File: src/rtl/gecko_iterative_shifter.sv
// Multi-cycle shift unit: applies at most STEP_SIZE bit positions per cycle
// for LL/RL/RA/ROL shifts. Holds one operation; passes an id tag through;
// flush aborts any in-flight or unconsumed result.
module gecko_iterative_shifter #(
    parameter int unsigned DATA_WIDTH = 32,
    parameter int unsigned STEP_SIZE  = 4,
    parameter int unsigned ID_WIDTH   = 3
) (
    input  logic                          clk,
    input  logic                          rst,
    input  logic                          flush,
    input  logic                          cmd_valid,
    output logic                          cmd_ready,
    input  logic [DATA_WIDTH-1:0]         cmd_value,
    input  logic [$clog2(DATA_WIDTH)-1:0] cmd_amount,
    input  logic [1:0]                    cmd_type,
    input  logic [ID_WIDTH-1:0]           cmd_id,
    output logic                          result_valid,
    input  logic                          result_ready,
    output logic [DATA_WIDTH-1:0]         result_value,
    output logic [ID_WIDTH-1:0]           result_id
);

    localparam int unsigned AmtWidth = $clog2(DATA_WIDTH);
    localparam logic [AmtWidth-1:0] StepMax = AmtWidth'(STEP_SIZE);

    localparam logic [1:0] TypeLl  = 2'd0;
    localparam logic [1:0] TypeRl  = 2'd1;
    localparam logic [1:0] TypeRa  = 2'd2;
    localparam logic [1:0] TypeRol = 2'd3;

    typedef enum logic [1:0] {StIdle, StShift, StDone} state_e;

    state_e                state_q, state_d;
    logic [DATA_WIDTH-1:0] value_q, value_d;
    logic [1:0]            type_q, type_d;
    logic [ID_WIDTH-1:0]   id_q, id_d;
    logic [AmtWidth-1:0]   remaining_q, remaining_d;

    logic [AmtWidth-1:0]   step;
    logic [AmtWidth-1:0]   remaining_next;
    logic [DATA_WIDTH-1:0] shifted;

    // Step size and one bounded shift of the value register; step <= remaining
    // so the subtraction never underflows.
    always_comb begin
        step = (remaining_q > StepMax) ? StepMax : remaining_q;
        remaining_next = remaining_q - step;
        shifted = value_q;
        // Small mux over the legal step amounts 1..STEP_SIZE (0 leaves value).
        for (int unsigned k = 1; k <= STEP_SIZE; k++) begin
            if (step == AmtWidth'(k)) begin
                case (type_q)
                    TypeLl:  shifted = value_q << k;
                    TypeRl:  shifted = value_q >> k;
                    // MSB of the register is still the original sign bit.
                    TypeRa:  shifted = $signed(value_q) >>> k;
                    TypeRol: shifted = (value_q << k) | (value_q >> (DATA_WIDTH - k));
                    default: shifted = value_q;
                endcase
            end
        end
    end

    // Next-state logic; flush overrides every handshake.
    always_comb begin
        state_d     = state_q;
        value_d     = value_q;
        type_d      = type_q;
        id_d        = id_q;
        remaining_d = remaining_q;
        if (flush) begin
            state_d = StIdle;
        end else begin
            unique case (state_q)
                StIdle: begin
                    if (cmd_valid) begin
                        value_d     = cmd_value;
                        type_d      = cmd_type;
                        id_d        = cmd_id;
                        remaining_d = cmd_amount;
                        state_d     = (cmd_amount == '0) ? StDone : StShift;
                    end
                end
                StShift: begin
                    value_d     = shifted;
                    remaining_d = remaining_next;
                    if (remaining_next == '0) begin
                        state_d = StDone;
                    end
                end
                StDone: begin
                    if (result_ready) begin
                        state_d = StIdle;
                    end
                end
                default: state_d = StIdle;
            endcase
        end
    end

    // State and datapath registers with asynchronous reset.
    always_ff @(posedge clk or posedge rst) begin
        if (rst) begin
            state_q     <= StIdle;
            value_q     <= '0;
            type_q      <= '0;
            id_q        <= '0;
            remaining_q <= '0;
        end else begin
            state_q     <= state_d;
            value_q     <= value_d;
            type_q      <= type_d;
            id_q        <= id_d;
            remaining_q <= remaining_d;
        end
    end

    assign cmd_ready    = (state_q == StIdle);
    assign result_valid = (state_q == StDone);
    assign result_value = value_q;
    assign result_id    = id_q;

endmodule
File: config.mk
export PLATFORM = sky130hd
export DESIGN_NAME = gecko_iterative_shifter
export DESIGN_NICKNAME = d
export VERILOG_FILES = /design/src/rtl/gecko_iterative_shifter.sv
export SDC_FILE = /design/constraint.sdc
export NUM_CORES = 1
export LEC_CHECK = 0
export ABC_AREA = 1
export CAP_MARGIN = 10
export CORE_MARGIN = 2
export CORE_UTILIZATION = 47
export CTS_CLUSTER_DIAMETER = 40
export DETAILED_ROUTE_END_ITERATION = 16
export GPL_TIMING_DRIVEN = 0
export PLACE_DENSITY_LB_ADDON = 0.08
export SYNTH_ARGS = -nofsm -noshare
export SYNTH_HDL_FRONTEND = slang
export SYNTH_SLANG_ARGS = --single-unit
File: constraint.sdc
create_clock -name clk -period 1.75 [get_ports clk]
set_clock_uncertainty 0.2 [all_clocks]
set_input_delay 0.2625 -clock clk [delete_from_list [all_inputs] [get_ports clk]]
set_output_delay 0.2625 -clock clk [all_outputs]
set_load 0.02 [all_outputs]
# Word-level counts from Yosys, hierarchy flattened
# Index checks and enable logic that the tools add are counted.
totals:
  input_bits: 47
  word_cells: 57
  reg_bits: 44
op_classes:
  mux: 19
  order_cmp: 1
  bitwise_logic: 5
  add_sub_neg: 1
  reduce_logical: 10
  n_eq_ne: 15
ops:
  columns: ["operator", "n"]
  rows:
  - ["$pmux 32 s4", 4]
  - ["$mux 32", 5]
  - ["$pmux 32 s2", 1]
  - ["$or 32x1->32", 1]
  - ["$or 32x2->32", 1]
  - ["$or 32x3->32", 1]
  - ["$or 32x4->32", 1]
  - ["$eq 5x2->1 const B", 2]
  - ["$logic_not 5->1", 2]
  - ["$mux 2", 5]
  - ["$mux 5", 2]
  - ["$pmux 5 s2", 1]
  - ["$reduce_and 3->1", 3]
  - ["$eq 2x2->1 const B", 3]
  - ["$ne 3x3->1 const B", 2]
  - ["$pmux 2 s3", 1]
  - ["$eq 5x1->1 const B", 1]
  - ["$eq 5x3->1 const B", 1]
  - ["$gt 5x3->1 const B", 1]
  - ["$ne 5x5->1 const B", 1]
  - ["$reduce_and 5->1", 1]
  - ["$sub 5x5->5", 1]
  - ["$eq 2x1->1 const B", 2]
  - ["$logic_not 2->1", 2]
  - ["other kinds (5)", 6]

# Longest topological paths before layout
# Gate-level depths: netlist (run 1).
logic_depth:
  ltp_word: 8
  mapped_depth: 14

# Least setup slack after synthesis (run 1)
# No wires, ideal clock.
synth_timing:
  path_kind: "register to register"
  start: "register state_q[0]"
  end: "register value_q[2] (netlist: result_value[2])"
  path_buffers: 1
  required_time_ns: 1.426
  path_stages_with_launch: 10
  synth_period_minus_slack_ns: 1.742
  path_slack_ns: 0.008
  t_arrival_ns: 1.418
  path_cell_list: "dfrtp_1 nor2_1 inv_1 nor2_1 nor2_1 o21ai_4 inv_2 buf_2 o211ai_1 nand2_1"
synth_via:
  elab_chain_len: 3
  word_cells_on_any_way: 7
synth_rtl:
  columns: ["item", "line_no", "source"]
  rows:
  - ["start, declared", "34", "state_e state_q, state_d;"]
  - ["start signal, assigned", "105", "state_q <= StIdle;"]
  - ["start signal, assigned", "111", "state_q <= state_d;"]
  - ["$logic_not 2->1 (*)", null, null]
  - ["via cmd_ready", "13", "output logic cmd_ready,"]
  - ["$ne 2x2->1 (no source line) or $reduce_bool 2->1 (tied branches)", null, null]
  - ["$reduce_and 4->1 (no source line)", null, null]
  - ["end signal, assigned", "112", "value_q <= value_d;"]
  - ["end, declared", "35", "logic [DATA_WIDTH-1:0] value_q, value_d;"]
# The timed path passes the listed nets; every way through them passes the cells marked *.
# A chain may end at the register's enable or synchronous reset.

# Final worst setup path (run 1)
layout_timing:
  start: "register remaining_q[4]"
  end: "register state_q[1]"
layout_via:
  elab_chain_len: 6
layout_rtl:
  columns: ["item", "line_no", "source"]
  rows:
  - ["start, declared", "38", "logic [AmtWidth-1:0] remaining_q, remaining_d;"]
  - ["start signal, assigned", "115", "remaining_q <= remaining_d;"]
  - ["$gt 5x3->1", "47", "step = (remaining_q > StepMax) ? StepMax : remaining_q;"]
  - ["$mux 5", "47", null]
  - ["$sub 5x5->5 (*)", "48", "remaining_next = remaining_q - step;"]
  - ["$logic_not 5->1 (*)", "88", "if (remaining_next == '0) begin"]
  - ["$ne 3x3->1 (no source line) (*)", null, null]
  - ["$reduce_and 3->1 (no source line) (*)", null, null]
# Every way passes the cells marked *; elsewhere a longest branch is shown, timed or not.

==> results of run 1 <==
-- tightest hold or removal path: stages, from the launching register on --
cell and delay [ns]:
dfrtp_1 0.37, nand2_1 0.06, nand2_1 0.05
-- power by group through the flow --
| stage | combinational, mW | sequential (mW) | clock, mW |
|---|---|---|---|
| 6_report | 12.3 | 2.15 | 0.709 |
| 5_1_grt | 12.9 | 2.20 | 0.752 |
| 4_1_cts | 10.7 | 2.07 | 0.708 |
| 3_5_place_dp | 8.30 | 2.05 | 0 |
| 3_3_place_gp | 8.20 | 2.02 | 0 |
| 2_1_floorplan | 5.14 | 2.43 | 0 |
-- synth_stat cells, drive strengths merged, types with 2 or more instances --
| cell type | number | area [um^2] |
|---|---|---|
| dfrtp | 44 | 1100 |
| o21ai | 19 | 106 |
| nand3 | 116 | 581 |
| buf | 30 | 171 |
| clkbuf | 6 | 22.5 |
| mux2 | 3 | 33.8 |
| nand4 | 17 | 106 |
| o211ai | 10 | 80.1 |
| nand2 | 235 | 927 |
| nor2 | 60 | 248 |
| a21oi | 52 | 260 |
| o22ai | 2 | 12.5 |
| inv | 54 | 203 |
-- cell type report --
class / instances / area [um^2] / area share (%)
multi-input combinational: 522 / 3090 / 47.5
inverter: 54 / 235 / 3.61
sequential: 44 / 1100 / 16.9
clock buffer: 8 / 90.1 / 1.38
tap: 105 / 131 / 2.02
timing repair buffer: 138 / 1500 / 23.0
buffer: 35 / 364 / 5.59
-- cell families (layout without fill, tap and decap cells) --
group                      count (synthesis)  in the layout  synth area share, %
other                                      1              1               0.0959
muxes                                      3              3                0.864
DFF                                       44             44                 28.2
buffers and inverters                     90            235                 10.1
adders and majority gates                  1              1                0.320
and+or+nand+nor                          431            431                 48.1
AOI/OAI and AO/OA                         86             86                 12.3
-- cell usage in the layout (no fill, tap or decap), types with 5 or more instances in the layout --
| cell | instances |
|---|---|
| nor2_1 | 32 |
| clkbuf_8 | 6 |
| dlygate4sd2_1 | 31 |
| inv_1 | 41 |
| nand2_1 | 180 |
| buf_8 | 8 |
| buf_6 | 18 |
| nand3_1 | 87 |
| nand2_4 | 21 |
| nor2_4 | 15 |
| nand3_2 | 27 |
| a21oi_1 | 29 |
| buf_12 | 11 |
| nand4_1 | 17 |
| inv_2 | 7 |
| o211ai_1 | 9 |
| buf_4 | 33 |
| clkdlybuf4s50_1 | 46 |
| buf_16 | 6 |
| o21ai_0 | 12 |
| dlymetal6s2s_1 | 5 |
| dfrtp_1 | 43 |
| a21oi_2 | 22 |
| nor2_2 | 13 |
| nand2_2 | 30 |
-- metal layers --
metal / up-vias / wire, um
met5: - / 0
met4: 0 / 969
met3: 97 / 2120
met2: 462 / 8280
met1: 2603 / 7100
li1: 2455 / -
-- registers in the layout, indices dropped and copies added, names as in the netlist --
| register | cells |
|---|---|
| result_id | 3 |
| type_q | 2 |
| remaining_q | 5 |
| result_value | 32 |
| state_q | 2 |
-- how the worst max path moves through the flow --
stage                                   endpoint  slack, ns                  startpoint
finish                    state_q[1]$_DFFE_PP0P_      -0.26  remaining_q[4]$_DFFE_PP0P_
floorplan            result_value[2]$_DFFE_PP0P_      0.008      state_q[0]$_DFFE_PP0P_
detailed placement  result_value[25]$_DFFE_PP0P_      -0.61                       flush
CTS                       state_q[1]$_DFFE_PP0P_      -0.18  remaining_q[4]$_DFFE_PP0P_
global route              state_q[1]$_DFFE_PP0P_      -0.34  remaining_q[3]$_DFFE_PP0P_
global placement    result_value[20]$_DFFE_PP0P_      -0.67                         rst
-- metrics by stage --
stage	hold slack [ns]	util, %	instance area [um^2]
after global placement	0.292	59.9	4870
after global routing	0.340	80.1	6510
after floorplan	0.213	-	3910
final	0.309	80.1	6510
after detailed placement	0.267	60.1	4890
after CTS	0.314	74.6	6070
-- timing repair --
action                                  4_1_cts  5_1_grt
endpoints found under the hold margin         3        0
hold buffers                                  1        0
endpoints found under the setup margin       71       45
setup buffers                                34       12
pin swaps                                    49       46
gates resized for setup                     206      121
gates cloned                                 10        1
==> impl_metrics.xml, run 1 <==
<?xml version="1.0" encoding="UTF-8"?>
<metrics>
  <group name="power_and_ir_drop">
    <metric name="power_density" unit="nW/um^2">2320</metric>
    <metric name="switchingPower" unit="mW">8.46</metric>
    <metric name="pwr-share-clk" unit="%">4.7</metric>
    <metric name="share_seq_of_total_power" unit="%">14.2</metric>
    <metric name="cellLeakagePower" unit="nW">3.17</metric>
    <metric name="internal-power" unit="mW">6.65</metric>
    <metric name="combinationalPowerShare" unit="%">81.1</metric>
    <metric name="vdd_ir_drop_max" unit="V">0.00113</metric>
    <metric name="power_switching_share" unit="%">56.0</metric>
    <metric name="report.power.total" unit="mW">15.1</metric>
  </group>
  <group name="grt">
    <metric name="grt_pass1_vias" unit="">5251</metric>
    <metric name="met2_layer_usage_reported_by_global_route" unit="%">63.3</metric>
    <metric name="overflow" unit="">0</metric>
    <metric name="met3_usage" unit="%">6.56</metric>
    <metric name="grt_start_max_net_pins" unit="">42</metric>
    <metric name="gr-usage-met1" unit="%">52.1</metric>
    <metric name="top_usage_layer" unit="">met2</metric>
    <metric name="grt_first_pass_wirelength" unit="um">27300</metric>
    <metric name="grtUsageTotal" unit="%">39.6</metric>
    <metric name="grt_antenna_before_repair" unit="">0</metric>
  </group>
  <group name="timing">
    <metric name="slew_violations" unit="">0</metric>
    <metric name="fmax" unit="MHz">497</metric>
    <metric name="setup_violations" unit="">38</metric>
    <metric name="timing.setup.tns" unit="ns">-5.78</metric>
    <metric name="setup_repair_after_global_routing_missed_its_margin" unit="">true</metric>
    <metric name="worst_slack" unit="ns">-0.262</metric>
    <metric name="worst_rel_slew_slack" unit="%">55.6</metric>
    <metric name="timing_worst_slew_pin_value" unit="ns">0.666</metric>
    <metric name="fin_crit" unit="ns">2.01</metric>
    <metric name="final_hold_viol_count" unit="">0</metric>
    <metric name="fin_crit_sh" unit="%">115</metric>
  </group>
  <group name="die">
    <metric name="die-area" unit="um^2">9060</metric>
    <metric name="dieWidth" unit="um">95.2</metric>
    <metric name="core_area" unit="um^2">8130</metric>
    <metric name="die-height" unit="um">95.2</metric>
    <metric name="num_rows" unit="">33</metric>
    <metric name="initial_core_util" unit="%">48.1</metric>
    <metric name="floorplan.io_pins" unit="">84</metric>
  </group>
  <group name="drt">
    <metric name="postRouteAntennaNets" unit="">0</metric>
    <metric name="detail_routed_net_length_per_standard_cell" unit="um">20.4</metric>
    <metric name="postRouteWirelength" unit="um">18500</metric>
    <metric name="drc" unit="">0</metric>
    <metric name="detailedRoute.firstIterationViolations" unit="">669</metric>
    <metric name="detailroute.via_count" unit="">5617</metric>
    <metric name="via_per_inst" unit="">6.20</metric>
    <metric name="drt-pass1-iter-count" unit="">6</metric>
  </group>
  <group name="worst_setup_path">
    <metric name="cpMaxStageDelayCell" unit="">dfrtp_1</metric>
    <metric name="r2r.worst_path.cells" unit="">12</metric>
    <metric name="required" unit="ns">1.80</metric>
    <metric name="critical_path_peak_fanout" unit="">5</metric>
    <metric name="cp_common_cell" unit="">nand2_2</metric>
    <metric name="worstSetupPathDepth" unit="">12</metric>
    <metric name="worst_endpoint_data_arrival_time" unit="ns">2.06</metric>
    <metric name="path_class" unit="">flip-flop to flip-flop</metric>
    <metric name="slowest_delay" unit="ns">0.42</metric>
    <metric name="ordered_list_of_cells_on_the_worst_path" unit="">nor2_4 &gt; nand2_4 &gt; buf_6 &gt; nand2_4 &gt; ha_4 &gt; o211ai_1 &gt; nand2_2 &gt; nor2_2 &gt; nand3_2 &gt; nand2_2 &gt; nand3_2 &gt; nand2_2</metric>
    <metric name="critical_path.top_delay_family" unit="">simple AND/OR/NAND/NOR gates</metric>
    <metric name="regToRegSetupSlack" unit="ns">-0.26</metric>
    <metric name="cp_num_buf_inv" unit="">1</metric>
    <metric name="critical_r2r_capture" unit="">state_q[1]$_DFFE_PP0P_</metric>
    <metric name="r2r_start" unit="">remaining_q[4]$_DFFE_PP0P_</metric>
    <metric name="worstSetupEndpointType" unit="">flip-flop</metric>
    <metric name="element_type_at_the_critical_path_start" unit="">flip-flop</metric>
  </group>
  <group name="outcome">
    <metric name="failing_checks" unit="">negative setup slack</metric>
    <metric name="run_status" unit="">finished with violations</metric>
  </group>
  <group name="finish">
    <metric name="nFillCells" unit="">579</metric>
    <metric name="antenna-diode-count" unit="">0</metric>
    <metric name="finish.cell_count_without_fillers" unit="">906</metric>
    <metric name="post_route_cells_drive_above_1_share" unit="%">32.0</metric>
    <metric name="nets" unit="">848</metric>
    <metric name="areaGrowthSynthToFinish" unit="%">66.6</metric>
  </group>
  <group name="synthesis">
    <metric name="ys_seq_area_share" unit="%">28.2</metric>
    <metric name="mappedNetlistNets" unit="">704</metric>
    <metric name="synth_seq_cells" unit="">44</metric>
    <metric name="synth_edf_count" unit="">0</metric>
    <metric name="syn-mean-instance-area" unit="um^2">5.96</metric>
    <metric name="yosys_warnings" unit="">0</metric>
    <metric name="cell_count_after_synthesis" unit="">656</metric>
    <metric name="synthDistinctLibCells" unit="">32</metric>
    <metric name="area_of_the_mapped_netlist" unit="um^2">3910</metric>
    <metric name="postSynth.topFlopCell" unit="">dfrtp_1</metric>
    <metric name="synthArstFlopShare" unit="%">100</metric>
  </group>
  <group name="min_path">
    <metric name="hold_start" unit="">result_value[10]$_DFFE_PP0P_</metric>
    <metric name="timing.hold.worst_path_depth" unit="">2</metric>
    <metric name="tightest_hold_check_type" unit="">flip-flop to flip-flop</metric>
    <metric name="whs_endpoint" unit="">result_value[10]$_DFFE_PP0P_</metric>
  </group>
  <group name="cts">
    <metric name="clkSinkCount" unit="">44</metric>
    <metric name="clock_tree.htree_level_count" unit="">2</metric>
    <metric name="root_buffer" unit="">clkbuf_8</metric>
    <metric name="worstSkewPairLatency" unit="ns">0.31</metric>
    <metric name="clockBufferDepth" unit="">2</metric>
    <metric name="cts_tree" unit="">done</metric>
    <metric name="clk_slew_on_worst_s_h_paths" unit="ns">0.09</metric>
    <metric name="cts_inserted_buffers" unit="">5</metric>
  </group>
  <group name="job">
    <metric name="maxcap_viol_count" unit="">0</metric>
  </group>
  <group name="placement">
    <metric name="dp_worst_setup_slack" unit="ns">-0.607</metric>
    <metric name="dpl.hpwl" unit="um">11500</metric>
    <metric name="routabilityCongestion" unit="">1.02</metric>
    <metric name="buffer_ports.inserted" unit="">83</metric>
    <metric name="placed_cells" unit="">845</metric>
  </group>
</metrics>
(Power assumes the default switching activity.)
==> run 2: changes to the inputs <==
--- a/config.mk
+++ b/config.mk
@@ -10,9 +10,11 @@
 export CORE_MARGIN = 2
 export CORE_UTILIZATION = 47
 export CTS_CLUSTER_DIAMETER = 40
+export CTS_CLUSTER_SIZE = 14
 export DETAILED_ROUTE_END_ITERATION = 16
 export GPL_TIMING_DRIVEN = 0
 export PLACE_DENSITY_LB_ADDON = 0.08
+export SLEW_MARGIN = 20
 export SYNTH_ARGS = -nofsm -noshare
 export SYNTH_HDL_FRONTEND = slang
 export SYNTH_SLANG_ARGS = --single-unit
==> impl_metrics.xml, run 2 (synthesis results as in run 1) <==
<?xml version="1.0" encoding="UTF-8"?>
<metrics>
  <group name="drt">
    <metric name="detailedRoute.firstIterationViolations" unit="">602</metric>
    <metric name="detailroute.via_count" unit="">5277</metric>
    <metric name="postRouteAntennaNets" unit="">0</metric>
    <metric name="postRouteWirelength" unit="um">17100</metric>
    <metric name="via_per_inst" unit="">5.97</metric>
    <metric name="drc" unit="">0</metric>
    <metric name="detail_routed_net_length_per_standard_cell" unit="um">19.4</metric>
    <metric name="drt-pass1-iter-count" unit="">5</metric>
  </group>
  <group name="finish">
    <metric name="areaGrowthSynthToFinish" unit="%">51.9</metric>
    <metric name="layout_commonest_cell" unit="">nand2_1</metric>
    <metric name="nets" unit="">827</metric>
    <metric name="post_route_cells_drive_above_1_share" unit="%">24.0</metric>
    <metric name="antenna-diode-count" unit="">0</metric>
    <metric name="finish.cell_count_without_fillers" unit="">884</metric>
    <metric name="final_area" unit="um^2">5940</metric>
    <metric name="seqCellArea" unit="um^2">1100</metric>
    <metric name="final_cell_mix" unit="">nand2_1, nand3_1, nor2_1</metric>
    <metric name="multi_input_comb_area" unit="um^2">2900</metric>
    <metric name="nFillCells" unit="">639</metric>
    <metric name="largest_register_ff_count" unit="">32</metric>
  </group>
  <group name="die">
    <metric name="die-area" unit="um^2">9060</metric>
    <metric name="num_rows" unit="">33</metric>
    <metric name="initial_core_util" unit="%">48.1</metric>
    <metric name="die-height" unit="um">95.2</metric>
    <metric name="core_area" unit="um^2">8130</metric>
    <metric name="dieWidth" unit="um">95.2</metric>
    <metric name="floorplan.io_pins" unit="">84</metric>
  </group>
  <group name="timing">
    <metric name="fmax" unit="MHz">521</metric>
    <metric name="setup_violations" unit="">36</metric>
    <metric name="slew_violations" unit="">0</metric>
    <metric name="setup_repair_after_global_routing_missed_its_margin" unit="">true</metric>
    <metric name="fin_crit_sh" unit="%">110</metric>
    <metric name="fin_crit" unit="ns">1.92</metric>
    <metric name="timing.setup.tns" unit="ns">-3.77</metric>
    <metric name="final_hold_viol_count" unit="">0</metric>
    <metric name="worst_rel_slew_slack" unit="%">60.7</metric>
    <metric name="worst_hold_slack_after_final_layout" unit="ns">0.143</metric>
    <metric name="worst_slack" unit="ns">-0.171</metric>
    <metric name="timing_worst_slew_pin_value" unit="ns">0.590</metric>
  </group>
  <group name="worst_setup_path">
    <metric name="cpMaxStageDelayCell" unit="">dfrtp_1</metric>
    <metric name="required" unit="ns">1.75</metric>
    <metric name="slowest_delay" unit="ns">0.43</metric>
    <metric name="ordered_list_of_cells_on_the_worst_path" unit="">nor2_4 &gt; nand2_4 &gt; nand2_4 &gt; ha_4 &gt; inv_2 &gt; nand2_1 &gt; nand2_1 &gt; nand2_1 &gt; nand2_2 &gt; nand3_2 &gt; nand2_2 &gt; nand3_2 &gt; nand2_1</metric>
    <metric name="cp_common_cell" unit="">nand2_1</metric>
    <metric name="r2r.worst_path.cells" unit="">13</metric>
    <metric name="r2r_start" unit="">remaining_q[4]$_DFFE_PP0P_</metric>
    <metric name="critical_r2r_capture" unit="">state_q[1]$_DFFE_PP0P_</metric>
    <metric name="critical_path_peak_fanout" unit="">6</metric>
    <metric name="worst_endpoint_data_arrival_time" unit="ns">1.92</metric>
    <metric name="path_class" unit="">flip-flop to flip-flop</metric>
    <metric name="worstSetupEndpointType" unit="">flip-flop</metric>
    <metric name="element_type_at_the_critical_path_start" unit="">flip-flop</metric>
    <metric name="regToRegSetupSlack" unit="ns">-0.17</metric>
  </group>
  <group name="grt">
    <metric name="grt_antenna_before_repair" unit="">0</metric>
    <metric name="grt_pass1_vias" unit="">5063</metric>
    <metric name="overflow" unit="">0</metric>
    <metric name="grt_first_pass_wirelength" unit="um">25900</metric>
    <metric name="grtUsageTotal" unit="%">37.3</metric>
    <metric name="grt_start_max_net_pins" unit="">24</metric>
  </group>
  <group name="power_and_ir_drop">
    <metric name="cellLeakagePower" unit="nW">2.98</metric>
    <metric name="share_seq_of_total_power" unit="%">15.1</metric>
    <metric name="combinationalPowerShare" unit="%">79.6</metric>
    <metric name="vdd_ir_drop_max" unit="V">0.00101</metric>
    <metric name="power_density" unit="nW/um^2">2350</metric>
    <metric name="internal-power" unit="mW">6.07</metric>
    <metric name="switchingPower" unit="mW">7.87</metric>
    <metric name="pwr-share-clk" unit="%">5.3</metric>
    <metric name="power_switching_share" unit="%">56.5</metric>
  </group>
  <group name="cts">
    <metric name="cts_inserted_buffers" unit="">5</metric>
    <metric name="worstSkewPairLatency" unit="ns">0.31</metric>
    <metric name="clkSinkCount" unit="">44</metric>
    <metric name="clock_tree.htree_level_count" unit="">2</metric>
    <metric name="clockBufferDepth" unit="">2</metric>
    <metric name="cts_tree" unit="">done</metric>
    <metric name="holdBufCountCts" unit="">0</metric>
    <metric name="root_buffer" unit="">clkbuf_8</metric>
    <metric name="clk_slew_on_worst_s_h_paths" unit="ns">0.09</metric>
  </group>
  <group name="outcome">
    <metric name="failing_checks" unit="">negative setup slack</metric>
    <metric name="run_status" unit="">finished with violations</metric>
  </group>
  <group name="placement">
    <metric name="dpl.hpwl" unit="um">11600</metric>
    <metric name="place_area" unit="um^2">4900</metric>
    <metric name="dp_worst_setup_slack" unit="ns">-0.606</metric>
    <metric name="placed_cells" unit="">845</metric>
    <metric name="buffer_ports.inserted" unit="">83</metric>
    <metric name="routabilityCongestion" unit="">1.02</metric>
  </group>
  <group name="job">
    <metric name="maxcap_viol_count" unit="">0</metric>
  </group>
  <group name="min_path">
    <metric name="tightest_hold_check_type" unit="">input port to asynchronous set/reset pin</metric>
  </group>
</metrics>
run 2: cell types whose count changed in the layout (fill, tap and decap cells not counted), sizes merged:
cell and change:
buf -19, dlygate4sd3 -1, dlygate4sd2 -1, clkbuf -1
run 2: area by class of cell:
class                      count  share of cell area [%]
multi-input combinational    522                    48.8
timing repair buffer         117                    19.8
sequential                    44                    18.5
buffer                        35                    5.23
inverter                      54                    3.71
tap                          105                    2.21
clock buffer                   7                    1.62
run 2: routing by layer:
metal | routed length [um] | share of wire, % | global-route usage (%)
met1 | 6810 | 40 | 50.3
met2 | 7750 | 45 | 58.9
met3 | 1850 | 11 | 6.17
met4 | 727 | 4.2 | 16.1
met5 | 0 | 0 | 0
run 2: worst max path at each step:
| stage | from | endpoint |
|---|---|---|
| final | remaining_q[4]$_DFFE_PP0P_ | state_q[1]$_DFFE_PP0P_ |
| after global routing | remaining_q[4]$_DFFE_PP0P_ | result_value[0]$_DFFE_PP0P_ |
| after CTS | remaining_q[4]$_DFFE_PP0P_ | result_value[2]$_DFFE_PP0P_ |
| after detailed placement | flush | result_value[25]$_DFFE_PP0P_ |
| after global placement | rst | result_value[20]$_DFFE_PP0P_ |
| after floorplan | state_q[0]$_DFFE_PP0P_ | result_value[2]$_DFFE_PP0P_ |
run 2: through the flow:
stage	utilization, %	total power, mW
3_5_place_dp	60.2	10.3
6_report	73.0	13.9
3_3_place_gp	59.9	10.2
2_1_floorplan	-	7.57
4_1_cts	69.6	12.8
5_1_grt	73.0	14.8
run 2: power groups by stage:
| stage | clock network, mW | registers (mW) | logic (mW) |
|---|---|---|---|
| 6_report | 0.742 | 2.10 | 11.1 |
| 5_1_grt | 0.787 | 2.15 | 11.9 |
| 4_1_cts | 0.743 | 2.06 | 9.99 |
| 3_5_place_dp | 0 | 2.04 | 8.29 |
| 3_3_place_gp | 0 | 2.02 | 8.20 |
| 2_1_floorplan | 0 | 2.43 | 5.14 |
run 2: timing repair:
action | in CTS | in global routing
endpoints found under the setup margin | 71 | 46
pin swaps | 25 | 33
setup buffers | 24 | 7
gates resized for setup | 156 | 82
cloned | 4 | 0
run 2: critical path, delay by kind of cell (launching register included):
kind,cells,cell delay (ns)
and+or+nand+nor,11,0.99
DFF,1,0.43
adders and majority gates,1,0.13
buffers and inverters,1,0.05
